## src/rtl/axil_uart_regs.sv

```systemverilog
// axil_uart_regs: AXI4-Lite register bank for the UART core.
// Buffers TX/RX bytes in FIFOs, holds the baud divisor and sticky error bits.
// Optional feature macro: AXIL_UART_IRQ_EN adds IRQ_EN/IRQ_STAT registers and
// the irq output; without it offsets 0x14/0x18 decode as unmapped.
//
// Handshake rule for every channel (AXI and byte streams): a transfer happens
// on the rising ACLK edge where VALID and READY are both high; a VALID source
// holds its payload stable until that edge, and READY never waits on VALID.
module axil_uart_regs #(
  parameter int ADDR_W     = 8,
  parameter int DATA_W     = 8,
  parameter int FIFO_DEPTH = 16,
  parameter int DIV_W      = 16,
  parameter logic [DIV_W-1:0] DIV_RESET = 16'd87
) (
  input  logic              ACLK,
  input  logic              ARESETN,
  input  logic [ADDR_W-1:0] AWADDR,
  input  logic              AWVALID,
  output logic              AWREADY,
  input  logic [31:0]       WDATA,
  input  logic [3:0]        WSTRB,
  input  logic              WVALID,
  output logic              WREADY,
  output logic [1:0]        BRESP,
  output logic              BVALID,
  input  logic              BREADY,
  input  logic [ADDR_W-1:0] ARADDR,
  input  logic              ARVALID,
  output logic              ARREADY,
  output logic [31:0]       RDATA,
  output logic [1:0]        RRESP,
  output logic              RVALID,
  input  logic              RREADY,
  output logic [DATA_W-1:0] tx_data,
  output logic              tx_valid,
  input  logic              tx_ready,
  input  logic [DATA_W-1:0] rx_data,
  input  logic              rx_valid,
  output logic              rx_ready,
  output logic              uart_en,
  output logic [DIV_W-1:0]  baud_div
`ifdef AXIL_UART_IRQ_EN
  ,
  output logic              irq
`endif
);

  localparam int PW = $clog2(FIFO_DEPTH);
  localparam int CW = PW + 1;

  localparam logic [ADDR_W-1:0] A_CTRL     = ADDR_W'(8'h00);
  localparam logic [ADDR_W-1:0] A_BAUD     = ADDR_W'(8'h04);
  localparam logic [ADDR_W-1:0] A_TXDATA   = ADDR_W'(8'h08);
  localparam logic [ADDR_W-1:0] A_RXDATA   = ADDR_W'(8'h0C);
  localparam logic [ADDR_W-1:0] A_STATUS   = ADDR_W'(8'h10);
`ifdef AXIL_UART_IRQ_EN
  localparam logic [ADDR_W-1:0] A_IRQ_EN   = ADDR_W'(8'h14);
  localparam logic [ADDR_W-1:0] A_IRQ_STAT = ADDR_W'(8'h18);
`endif

  localparam logic [1:0] RESP_OKAY   = 2'b00;
  localparam logic [1:0] RESP_SLVERR = 2'b10;

  typedef enum logic [1:0] {W_IDLE, W_HAVE_AW, W_HAVE_W, W_RESP} w_state_t;
  typedef enum logic {R_IDLE, R_RESP} r_state_t;

  // Replace only the strobed byte lanes of a 32-bit register image.
  function automatic logic [31:0] merge_lanes(input logic [31:0] old_v,
                                              input logic [31:0] new_v,
                                              input logic [3:0]  strb);
    logic [31:0] res;
    res = old_v;
    for (int i = 0; i < 4; i++) begin
      if (strb[i]) res[i*8 +: 8] = new_v[i*8 +: 8];
    end
    return res;
  endfunction

  w_state_t          w_state, w_next;
  r_state_t          r_state, r_next;
  logic [ADDR_W-1:0] aw_addr_q;
  logic [31:0]       w_data_q;
  logic [3:0]        w_strb_q;
  logic              aw_hs, w_hs, ar_hs, do_write;
  logic [ADDR_W-1:0] wr_addr;
  logic [31:0]       wr_data;
  logic [3:0]        wr_strb;
  logic              wr_err;
  logic [31:0]       rd_data;
  logic              rd_err;

  logic              ctrl_en;
  logic              rx_ovr, tx_ovf;
  logic              tx_flush, rx_flush;

  logic [DATA_W-1:0] tx_mem [FIFO_DEPTH];
  logic [PW-1:0]     tx_wptr, tx_rptr;
  logic [CW-1:0]     tx_count;
  logic              tx_full, tx_empty, tx_push_req, tx_push, tx_pop, tx_ovf_set;

  logic [DATA_W-1:0] rx_mem [FIFO_DEPTH];
  logic [PW-1:0]     rx_wptr, rx_rptr;
  logic [CW-1:0]     rx_count;
  logic              rx_full, rx_empty, rx_push, rx_pop, rx_ovr_set;

`ifdef AXIL_UART_IRQ_EN
  logic [2:0]        irq_en;
  logic [2:0]        irq_stat;
`endif

  // ---------------- write channel ----------------
  assign AWREADY = ARESETN & ((w_state == W_IDLE) | (w_state == W_HAVE_W));
  assign WREADY  = ARESETN & ((w_state == W_IDLE) | (w_state == W_HAVE_AW));
  assign BVALID  = (w_state == W_RESP);
  assign aw_hs   = AWVALID & AWREADY;
  assign w_hs    = WVALID & WREADY;

  // Effective write transaction: captured half if already held, else live bus.
  assign wr_addr = (w_state == W_HAVE_AW) ? aw_addr_q : AWADDR;
  assign wr_data = (w_state == W_HAVE_W)  ? w_data_q  : WDATA;
  assign wr_strb = (w_state == W_HAVE_W)  ? w_strb_q  : WSTRB;

  // Write FSM state register.
  always_ff @(posedge ACLK) begin
    if (!ARESETN) w_state <= W_IDLE;
    else          w_state <= w_next;
  end

  // Write FSM next state; do_write fires on the edge both halves are present.
  always_comb begin
    w_next   = w_state;
    do_write = 1'b0;
    case (w_state)
      W_IDLE: begin
        if (aw_hs && w_hs) begin
          do_write = 1'b1;
          w_next   = W_RESP;
        end else if (aw_hs) begin
          w_next = W_HAVE_AW;
        end else if (w_hs) begin
          w_next = W_HAVE_W;
        end
      end
      W_HAVE_AW: if (w_hs) begin
        do_write = 1'b1;
        w_next   = W_RESP;
      end
      W_HAVE_W: if (aw_hs) begin
        do_write = 1'b1;
        w_next   = W_RESP;
      end
      W_RESP: if (BREADY) w_next = W_IDLE;
      default: w_next = W_IDLE;
    endcase
  end

  // Capture early-arriving address/data halves and the write response.
  always_ff @(posedge ACLK) begin
    if (!ARESETN) begin
      aw_addr_q <= '0;
      w_data_q  <= '0;
      w_strb_q  <= '0;
      BRESP     <= RESP_OKAY;
    end else begin
      if (aw_hs) aw_addr_q <= AWADDR;
      if (w_hs) begin
        w_data_q <= WDATA;
        w_strb_q <= WSTRB;
      end
      if (do_write) BRESP <= wr_err ? RESP_SLVERR : RESP_OKAY;
    end
  end

  // Write address decode: anything outside the map is an error.
  always_comb begin
    wr_err = 1'b0;
    case (wr_addr)
      A_CTRL, A_BAUD, A_TXDATA, A_RXDATA, A_STATUS: wr_err = 1'b0;
`ifdef AXIL_UART_IRQ_EN
      A_IRQ_EN, A_IRQ_STAT: wr_err = 1'b0;
`endif
      default: wr_err = 1'b1;
    endcase
  end

  assign tx_flush = do_write & (wr_addr == A_CTRL) & wr_strb[0] & wr_data[1];
  assign rx_flush = do_write & (wr_addr == A_CTRL) & wr_strb[0] & wr_data[2];

  // Control, baud divisor and sticky error registers.
  always_ff @(posedge ACLK) begin
    if (!ARESETN) begin
      ctrl_en  <= 1'b0;
      baud_div <= DIV_RESET;
      rx_ovr   <= 1'b0;
      tx_ovf   <= 1'b0;
    end else begin
      if (do_write && wr_addr == A_CTRL && wr_strb[0]) ctrl_en <= wr_data[0];
      if (do_write && wr_addr == A_BAUD)
        baud_div <= DIV_W'(merge_lanes(32'(baud_div), wr_data, wr_strb));
      if (do_write && wr_addr == A_STATUS && wr_strb[0]) begin
        if (wr_data[4]) rx_ovr <= 1'b0;
        if (wr_data[5]) tx_ovf <= 1'b0;
      end
      // A new error event in the same cycle as a clear keeps the bit set.
      if (rx_ovr_set) rx_ovr <= 1'b1;
      if (tx_ovf_set) tx_ovf <= 1'b1;
    end
  end

  assign uart_en = ctrl_en;

  // ---------------- TX FIFO ----------------
  assign tx_full     = (tx_count == CW'(FIFO_DEPTH));
  assign tx_empty    = (tx_count == '0);
  assign tx_valid    = ctrl_en & ~tx_empty;
  assign tx_pop      = tx_valid & tx_ready;
  assign tx_push_req = do_write & (wr_addr == A_TXDATA) & wr_strb[0];
  assign tx_push     = tx_push_req & (~tx_full | tx_pop);
  assign tx_ovf_set  = tx_push_req & tx_full & ~tx_pop;
  assign tx_data     = tx_mem[tx_rptr];

  // TX storage write.
  always_ff @(posedge ACLK) begin
    if (tx_push && !tx_flush) tx_mem[tx_wptr] <= wr_data[DATA_W-1:0];
  end

  // TX pointers and occupancy; flush wins over push/pop.
  always_ff @(posedge ACLK) begin
    if (!ARESETN || tx_flush) begin
      tx_wptr  <= '0;
      tx_rptr  <= '0;
      tx_count <= '0;
    end else begin
      if (tx_push) tx_wptr <= tx_wptr + PW'(1);
      if (tx_pop)  tx_rptr <= tx_rptr + PW'(1);
      case ({tx_push, tx_pop})
        2'b10:   tx_count <= tx_count + CW'(1);
        2'b01:   tx_count <= tx_count - CW'(1);
        default: tx_count <= tx_count;
      endcase
    end
  end

  // ---------------- RX FIFO ----------------
  assign rx_full    = (rx_count == CW'(FIFO_DEPTH));
  assign rx_empty   = (rx_count == '0);
  assign rx_ready   = ctrl_en & ~rx_full;
  assign rx_push    = rx_valid & rx_ready;
  assign rx_ovr_set = rx_valid & ctrl_en & rx_full;
  assign rx_pop     = ar_hs & (ARADDR == A_RXDATA) & ~rx_empty;

  // RX storage write.
  always_ff @(posedge ACLK) begin
    if (rx_push && !rx_flush) rx_mem[rx_wptr] <= rx_data;
  end

  // RX pointers and occupancy; flush wins over push/pop.
  always_ff @(posedge ACLK) begin
    if (!ARESETN || rx_flush) begin
      rx_wptr  <= '0;
      rx_rptr  <= '0;
      rx_count <= '0;
    end else begin
      if (rx_push) rx_wptr <= rx_wptr + PW'(1);
      if (rx_pop)  rx_rptr <= rx_rptr + PW'(1);
      case ({rx_push, rx_pop})
        2'b10:   rx_count <= rx_count + CW'(1);
        2'b01:   rx_count <= rx_count - CW'(1);
        default: rx_count <= rx_count;
      endcase
    end
  end

  // ---------------- interrupt ----------------
`ifdef AXIL_UART_IRQ_EN
  assign irq_stat = irq_en & {rx_ovr | tx_ovf, tx_empty, ~rx_empty};

  // IRQ enable register and registered interrupt line.
  always_ff @(posedge ACLK) begin
    if (!ARESETN) begin
      irq_en <= '0;
      irq    <= 1'b0;
    end else begin
      if (do_write && wr_addr == A_IRQ_EN && wr_strb[0]) irq_en <= wr_data[2:0];
      irq <= |irq_stat;
    end
  end
`endif

  // ---------------- read channel ----------------
  assign ARREADY = ARESETN & (r_state == R_IDLE);
  assign RVALID  = (r_state == R_RESP);
  assign ar_hs   = ARVALID & ARREADY;

  // Read data mux for the live AR address.
  always_comb begin
    rd_data = '0;
    rd_err  = 1'b0;
    case (ARADDR)
      A_CTRL:   rd_data[0] = ctrl_en;
      A_BAUD:   rd_data = 32'(baud_div);
      A_TXDATA: rd_data = '0;
      A_RXDATA: if (!rx_empty) begin
        rd_data[31]         = 1'b1;
        rd_data[DATA_W-1:0] = rx_mem[rx_rptr];
      end
      A_STATUS: begin
        rd_data[0]     = tx_full;
        rd_data[1]     = tx_empty;
        rd_data[2]     = rx_full;
        rd_data[3]     = rx_empty;
        rd_data[4]     = rx_ovr;
        rd_data[5]     = tx_ovf;
        rd_data[15:8]  = 8'(tx_count);
        rd_data[23:16] = 8'(rx_count);
      end
`ifdef AXIL_UART_IRQ_EN
      A_IRQ_EN:   rd_data[2:0] = irq_en;
      A_IRQ_STAT: rd_data[2:0] = irq_stat;
`endif
      default: rd_err = 1'b1;
    endcase
  end

  // Read FSM state register.
  always_ff @(posedge ACLK) begin
    if (!ARESETN) r_state <= R_IDLE;
    else          r_state <= r_next;
  end

  // Read FSM next state.
  always_comb begin
    r_next = r_state;
    case (r_state)
      R_IDLE:  if (ar_hs) r_next = R_RESP;
      R_RESP:  if (RREADY) r_next = R_IDLE;
      default: r_next = R_IDLE;
    endcase
  end

  // Register read response at the AR handshake; held until RREADY.
  always_ff @(posedge ACLK) begin
    if (!ARESETN) begin
      RDATA <= '0;
      RRESP <= RESP_OKAY;
    end else if (ar_hs) begin
      RDATA <= rd_data;
      RRESP <= rd_err ? RESP_SLVERR : RESP_OKAY;
    end
  end

endmodule

```

## config.mk

```make
export PLATFORM = sky130hd
export DESIGN_NAME = axil_uart_regs
export DESIGN_NICKNAME = d
export VERILOG_FILES = /design/src/rtl/axil_uart_regs.sv
export SDC_FILE = /design/constraint.sdc
export NUM_CORES = 1
export LEC_CHECK = 0
export CAP_MARGIN = 20
export CORE_MARGIN = 2
export CORE_UTILIZATION = 55
export DETAILED_ROUTE_END_ITERATION = 10
export GPL_TIMING_DRIVEN = 0
export PLACE_DENSITY = 0.77
export SYNTH_ARGS = -nofsm -noshare
export SYNTH_HDL_FRONTEND = slang
export SYNTH_SLANG_ARGS = --single-unit
```

## constraint.sdc

```tcl
create_clock -name ACLK -period 4.8 [get_ports ACLK]
set_clock_uncertainty 0.1 [all_clocks]
set_input_delay 0.96 -clock ACLK [delete_from_list [all_inputs] [get_ports ACLK]]
set_output_delay 0.96 -clock ACLK [all_outputs]
set_load 0.01 [all_outputs]
```

# [Yosys cells after proc, flatten, opt, wreduce, memory -nomap -nowiden]
# Memory sizes are Yosys's and may differ from the RTL's. A register that Yosys moved wholly into a read port is not among the register bits.
# Cells that the tools add are included.
[classes] muxes=42 n_mul=0 eq_ne=21 addsub=8 shift=0 reduce_logical=31 magnitude_cmp=0 div=0 n_bitwise=32
[op_table] operator="== test 8 x 4 -> 1 bit, second input constant" n=4
[op_table] operator="one-hot mux 13 bit (2 select lines)" n=1
[op_table] operator="AND 1 bit" n=23
[op_table] operator="one-hot mux 5 bit (2 select lines)" n=2
[op_table] operator="two-way mux 2 bit" n=9
[op_table] operator="two-way mux 1 bit" n=17
[op_table] operator="adder 4 x 1 -> 4 bit, second input constant" n=4
[op_table] operator="== test 8 x 3 -> 1 bit, second input constant" n=2
[op_table] operator="== test 8 x 5 -> 1 bit, second input constant" n=2
[op_table] operator="zero test 8 bit" n=2
[op_table] operator="two-way mux 16 bit" n=1
[op_table] operator="two-way mux 4 bit" n=4
[op_table] operator="two-way mux 8 bit" n=2
[op_table] operator="one-hot mux 5 bit (3 select lines)" n=1
[op_table] operator="nonzero test 2 bit" n=6
[op_table] operator="adder 5 x 1 -> 5 bit, second input constant" n=2
[op_table] operator="== test 5 bit, second input constant" n=2
[op_table] operator="zero test 5 bit" n=2
[op_table] operator="OR reduction 5 bit" n=2
[op_table] operator="subtractor 5 x 1 -> 5 bit, second input constant" n=2
[op_table] operator="== test 2 bit, second input constant" n=4
[op_table] operator="logical AND 1 bit" n=8
[op_table] operator="one-hot mux 2 bit (4 select lines)" n=1
[op_table] operator="AND reduction 2 bit" n=4
[op_table] operator="other kinds (14)" n=27
[totals] in_bits=69 n_memories=2 latch_bits=0 mem_bits_ro=0 output_inout_bits=68 regBits=103 ramBits=256
[memory_table] name="rx_mem" words=16 width=8 rd=1 rd_ports_with_merged_regs=1 wr=1 line_no="102" rtl="logic [DATA_W-1:0] rx_mem [FIFO_DEPTH];"
[memory_table] name="tx_mem" words=16 width=8 rd=1 rd_ports_with_merged_regs=1 wr=1 line_no="97" rtl="logic [DATA_W-1:0] tx_mem [FIFO_DEPTH];"

# [Longest topological paths before layout]
# Gate-level depths: netlist of the first run.
[depth] word_depth=14 mapped_depth=16

# [Least setup slack after synthesis of the first run]
# No wires, ideal clock.
[synth_path] kind="input to register" from="in ARESETN" to="reg rx_count[4]" path_buffers=3 cell_stages=16 arrival_ps=3652 required_ps=4583 setup_slack_ps=931 path_cell_list="clkbuf_1 > and3b_1 > buf_2 > nand3_1 > or3_1 > clkbuf_1 > inv_1 > ha_1 > inv_1 > fa_1 > nor2b_1 > o21ai_0 > and3_1 > nor3_1 > xnor2_1 > nor2_1"
[synth_lines] element="from (decl)" line_no="17" rtl="input logic ARESETN,"
[synth_lines] element="AND 1 bit *" line_no="292" rtl="assign ARREADY = ARESETN & (r_state == R_IDLE);"
[synth_lines] element="AND 1 bit *" line_no="294" rtl="assign ar_hs = ARVALID & ARREADY;"
[synth_lines] element="AND 1 bit * (2 in a row)" line_no="251" rtl="assign rx_pop = ar_hs & (ARADDR == A_RXDATA) & ~rx_empty;"
[synth_lines] element="net rx_pop" line_no="105" rtl="logic rx_full, rx_empty, rx_push, rx_pop, rx_ovr_set;"
[synth_lines] element="== test 2 x 1 -> 1 bit or == test 2 bit (tied branches)" line_no="267" rtl="case ({rx_push, rx_pop})"
[synth_lines] element="one-hot mux 5 bit (2 select lines) or nonzero test 2 bit (tied branches)"
[synth_lines] element="to (signal assigned)" line_no="268" rtl="2'b10: rx_count <= rx_count + CW'(1);"
[synth_lines] element="to (signal assigned)" line_no="269" rtl="2'b01: rx_count <= rx_count - CW'(1);"
[synth_lines] element="to (signal assigned)" line_no="270" rtl="default: rx_count <= rx_count;"
[synth_lines] element="to (decl)" line_no="104" rtl="logic [CW-1:0] rx_count;"
# The timed path passes the listed nets; every way through them passes the cells marked *.
# A chain may end at the register's enable or synchronous reset.

==> impl_summary.md, run 1 <==
Clock tree
The root buffer cell chosen for the clock tree is sky130_fd_sc_hd__clkbuf_16. CTS saw 362 sinks. The maximum clock path buffer count is 3. Buffers added to address setup during post-CTS repair amount to 0. The number of gates resized after CTS is 0. Counting the buffers created by CTS gives 37.

The maximum level of the CTS H-tree is 2. The clock-pin transition on the worst setup and hold timing paths is 60 ps. The quantity of hold-fixing buffers added after cts is 0. Clock latency on the worst-skew pair, taken at its later pin, is 520 ps. The CTS tree is yes.

Final layout
Measured on the finished design, the core utilization comes to 66.8%. The post-route netlist has 15.2% of its cells at a drive strength greater than 1. After filler insertion, the fill cell instance count of the layout stands at 1,792. The area growth from synthesis to layout is 18.8%.

The net count reported at finish is 1,222. The number of diodes is 0.

Logic synthesis
By area the synthesized netlist is led by sky130_fd_sc_hd__edfxtp_1, sky130_fd_sc_hd__dfxtp_1, sky130_fd_sc_hd__mux4_2, sky130_fd_sc_hd__nand2_1, sky130_fd_sc_hd__nor2_1. In the synthesized netlist the dominant register cell turns out to be sky130_fd_sc_hd__edfxtp_1. The count of state elements after synthesis is 362.

For this run, the number of Yosys warnings is 0. After technology mapping, the gate count stands at 970. Yosys mapped a number of flops with a built-in enable equal to 256.

The cell taking the most area after synthesis is sky130_fd_sc_hd__edfxtp_1. The count of distinct cell types in the synthesized netlist is 54. The area fraction of the dominant cell type after synthesis is 52.4%. The synthesized netlist occupies a cell area of 0.0147 sq mm.

The average instance in the mapped netlist occupies 15.1 sq um. The share of synthesized flip-flops with an asynchronous set or reset is 0%. The share of the Yosys chip area taken by registers is 66.8%.

Placed design
The routability-driven placement congestion ratio is 0.866. The HPWL reported at the end of detailed placement is 23,600 um. The number of port buffers is 106. The setup slack after placement is -298 ps.

STA
The number of pins exceeding their max-slew limit in the final report came to 0. For the final routed database, the setup TNS stands at 0 ps. Once routing completed, OpenROAD measured the worst setup slack at 218 ps. In this run the tightest slew margin relative to its limit is 34.4%.

Setup violations remaining at the end of the flow were counted as 0. The clock period could shrink to 4580 ps. Setup repair after global routing left no endpoint under its margin. The number of hold-slack violations in the final timing report is 0. The measured slew at the worst slew-check pin is 979 ps.

Timing would allow up to 218 MHz. After layout, the worst path uses 95.5% of the clock period.

Detailed routing
The number of detailed-route iterations in the first pass is 8. The per-cell via count in the routed design is 5.92. The count of nets left with antenna violations once routing finished came out at 0.

The final layout contains routed wiring with a total length of 34,100 um. In the routed design, unresolved DRC markers number 5. The wire length per cell is 22.8 um.

The via count is 8,841. After the first detailed-routing iteration, the DRC count stood at 835.

Critical path
Together, buffers and inverters on the worst path number 3. The critical path's most frequent cell is sky130_fd_sc_hd__mux4_2. The most critical setup path has its endpoint at tx_data[2]. At the worst endpoint, the required time is 3740 ps. The worst flop-to-flop path startpoint is w_state[1].

The slowest stage cell on the critical path is sky130_fd_sc_hd__buf_1. The critical path goes through clkbuf_1 > buf_1 > mux4_2 > mux4_2 > clkdlybuf4s50_1. In this run the critical register-to-register path is captured at tx_mem[2][6]. The type of the worst setup path is reg -> out. The critical path's top delay family is buffers and inverters. On the worst path, the slowest cell contributes a delay of 750 ps. The number of stages on the worst setup path is 5. For the worst setup path, the data arrival time is 3520 ps.

The critical path capture point type is an output port. Of all nets on the critical path, the largest fanout is 10. The number of cells on the worst reg-to-reg path is 10.

For flop-to-flop paths, the worst setup slack is 800 ps. The launching element type of the critical path is a register.

Floorplanning
Pin placement for this block handled 137 I/O pins. The x dimension of the die is 167 um. Row generation in the floorplan step produced 59 rows. The height of the die is 167 um. The floorplan step defined a die boundary enclosing 0.0280 sq mm. The total area inside the core boundary comes to 0.0261 sq mm. The initial utilization of the core area, before any placement, comes to 56.2%.

GRT
The initial antenna violation count is 0. After global routing the overflow that remains totals 0. The via count of the first global-routing pass is 8,931. The global routing's busiest layer is met2.

The overall fraction of global-route tracks in use is 24.7%. The global-route wire length before repair is 52,000 um. For this run, global-route usage on met3 was measured as 3.71%. Global routing used 28.7% of the available met1 tracks. Entering global routing, the biggest net connects 19 pins.

The global-route met2 utilization is 46.6%.

Power and ir drop
Dividing total power by cell area gives a power density of 403 mW/mm^2. The leakage power summed over all cells is 5.79 nW. The worst vdd rail ir drop is 0.506 mV.

Job
Across the run, the number of max-cap violations was 0.

Status
The run finished, with violations left. The checks that failed: DRC.

Worst hold path
The worst hold path belongs to the class reg -> reg.
area by class of cell:
cell class                      count  area [sq um]  share of cell area, %
Buffer                             64           297                   1.70
Tap cell                          335           419                   2.40
Inverter                           21          78.8                  0.452
Multi-Input combinational cell    534          4570                   26.2
Clock inverter                     15           151                  0.868
Sequential cell                   362          9810                   56.2
Timing Repair Buffer              110          1090                   6.23
Clock buffer                       53          1040                   5.95
placed cells by master (no fill, tap or decap), types with 4 or more instances in the layout:
master,count
sky130_fd_sc_hd__a211oi_1,11
sky130_fd_sc_hd__a21o_1,6
sky130_fd_sc_hd__a21oi_1,34
sky130_fd_sc_hd__a221oi_1,5
sky130_fd_sc_hd__a22oi_1,7
sky130_fd_sc_hd__a31oi_1,4
sky130_fd_sc_hd__a32oi_1,5
sky130_fd_sc_hd__and2_1,5
sky130_fd_sc_hd__buf_1,12
sky130_fd_sc_hd__buf_2,9
sky130_fd_sc_hd__buf_4,14
sky130_fd_sc_hd__clkbuf_1,43
sky130_fd_sc_hd__clkbuf_16,38
sky130_fd_sc_hd__clkdlybuf4s50_1,106
sky130_fd_sc_hd__clkinv_2,8
sky130_fd_sc_hd__conb_1,12
sky130_fd_sc_hd__dfxtp_1,106
sky130_fd_sc_hd__edfxtp_1,256
sky130_fd_sc_hd__ha_1,21
sky130_fd_sc_hd__inv_1,20
sky130_fd_sc_hd__mux2_2,8
sky130_fd_sc_hd__mux2i_1,24
sky130_fd_sc_hd__mux4_2,80
sky130_fd_sc_hd__nand2_1,87
sky130_fd_sc_hd__nand2b_1,4
sky130_fd_sc_hd__nand3_1,21
sky130_fd_sc_hd__nor2_1,80
sky130_fd_sc_hd__nor2b_1,8
sky130_fd_sc_hd__nor3_1,12
sky130_fd_sc_hd__nor3_2,5
sky130_fd_sc_hd__nor4_1,4
sky130_fd_sc_hd__o21ai_0,35
sky130_fd_sc_hd__or3_1,4
sky130_fd_sc_hd__xnor2_1,8
sky130_fd_sc_hd__xor2_1,9
cell families after synthesis:
logic type	count (synthesis)	synth area share (%)
simple gates	248	7.74
other cells	1	0.0255
mux	113	14.6
flops	362	66.8
compound gates	121	5.18
xor+xnor	17	1.01
fa+ha+maj	23	2.06
buf+inv	85	2.55
worst min-delay path by stage:
stage                     start           to  slack, ps  cells after the start
floorplan           w_data_q[0]  w_data_q[0]        330                      2
global placement    w_data_q[3]  w_data_q[3]        340                      2
detailed placement    RDATA[18]    RDATA[18]        350                      2
CTS                 w_data_q[8]  w_data_q[8]        360                      2
global route        w_data_q[4]  w_data_q[4]        380                      2
finish              w_data_q[8]  w_data_q[8]        360                      2
metrics by stage:
step / power (mW) / cells / hold WS, ps / cell area (sq um)
after global routing: 7.25 / 1494 / 377 / 17400
after global placement: 4.26 / 1422 / 341 / 16200
after CTS: 7.06 / 1493 / 362 / 17400
final: 7.04 / 1494 / 361 / 17400
after floorplan: 4.01 / 981 / 332 / 14700
after detailed placement: 4.29 / 1425 / 352 / 16200
synthesized netlist by cell type, types with 8 or more instances:
cell / instances
sky130_fd_sc_hd__o21ai_0: 35
sky130_fd_sc_hd__a211oi_1: 11
sky130_fd_sc_hd__buf_1: 12
sky130_fd_sc_hd__nor2b_1: 8
sky130_fd_sc_hd__mux2_2: 8
sky130_fd_sc_hd__buf_4: 12
sky130_fd_sc_hd__inv_1: 20
sky130_fd_sc_hd__xor2_1: 9
sky130_fd_sc_hd__ha_1: 21
sky130_fd_sc_hd__edfxtp_1: 256
sky130_fd_sc_hd__nor2_1: 80
sky130_fd_sc_hd__nand2_1: 87
sky130_fd_sc_hd__nor3_1: 17
sky130_fd_sc_hd__buf_2: 8
sky130_fd_sc_hd__xnor2_1: 8
sky130_fd_sc_hd__dfxtp_1: 106
sky130_fd_sc_hd__clkbuf_1: 32
sky130_fd_sc_hd__mux2i_1: 24
sky130_fd_sc_hd__a21oi_1: 34
sky130_fd_sc_hd__mux4_2: 80
sky130_fd_sc_hd__nand3_1: 21
power by group:
part / internal, mW / total (mW) / switching [mW]
clock: 1.63 / 2.80 / 1.18
combinational: 0.252 / 0.696 / 0.443
sequential: 3.49 / 3.54 / 0.0429
worst min-delay path, stage by stage (launching register included):
cell	delay (ps)
sky130_fd_sc_hd__dfxtp_1	310
sky130_fd_sc_hd__nand2_1	50
sky130_fd_sc_hd__o21ai_0	60
state kept, by name, indices dropped and copies added (netlist names), named ones only:
name	cells
RDATA	22
RRESP	1
baud_div	16
tx_wptr	4
w_strb_q	2
tx_mem	128
w_state	2
tx_rptr	4
rx_count	5
rx_rptr	4
rx_mem	128
tx_count	5
w_data_q	16
rx_ovr	1
uart_en	1
tx_ovf	1
aw_addr_q	8
rx_wptr	4
BRESP	1
RVALID	1
layer usage:
layer / share of wire [%] / vias to the layer above
met5: 0 / -
met4: 3.2 / 0
met3: 5.6 / 72
met2: 55 / 317
met1: 36 / 4450
li1: - / 4002
(Power assumes the default switching activity.)
==> run 2: changes to the inputs <==
- SKIP_CTS_REPAIR_TIMING: default -> 1
==> results of run 2 <==
No change in the layout: final DEF, timing and power equal those of run 1.
==> run 3: changes to the inputs <==
- CTS_CLUSTER_SIZE: default -> 16
==> results of run 3 <==
No change in the layout: final DEF, timing and power equal those of run 1.
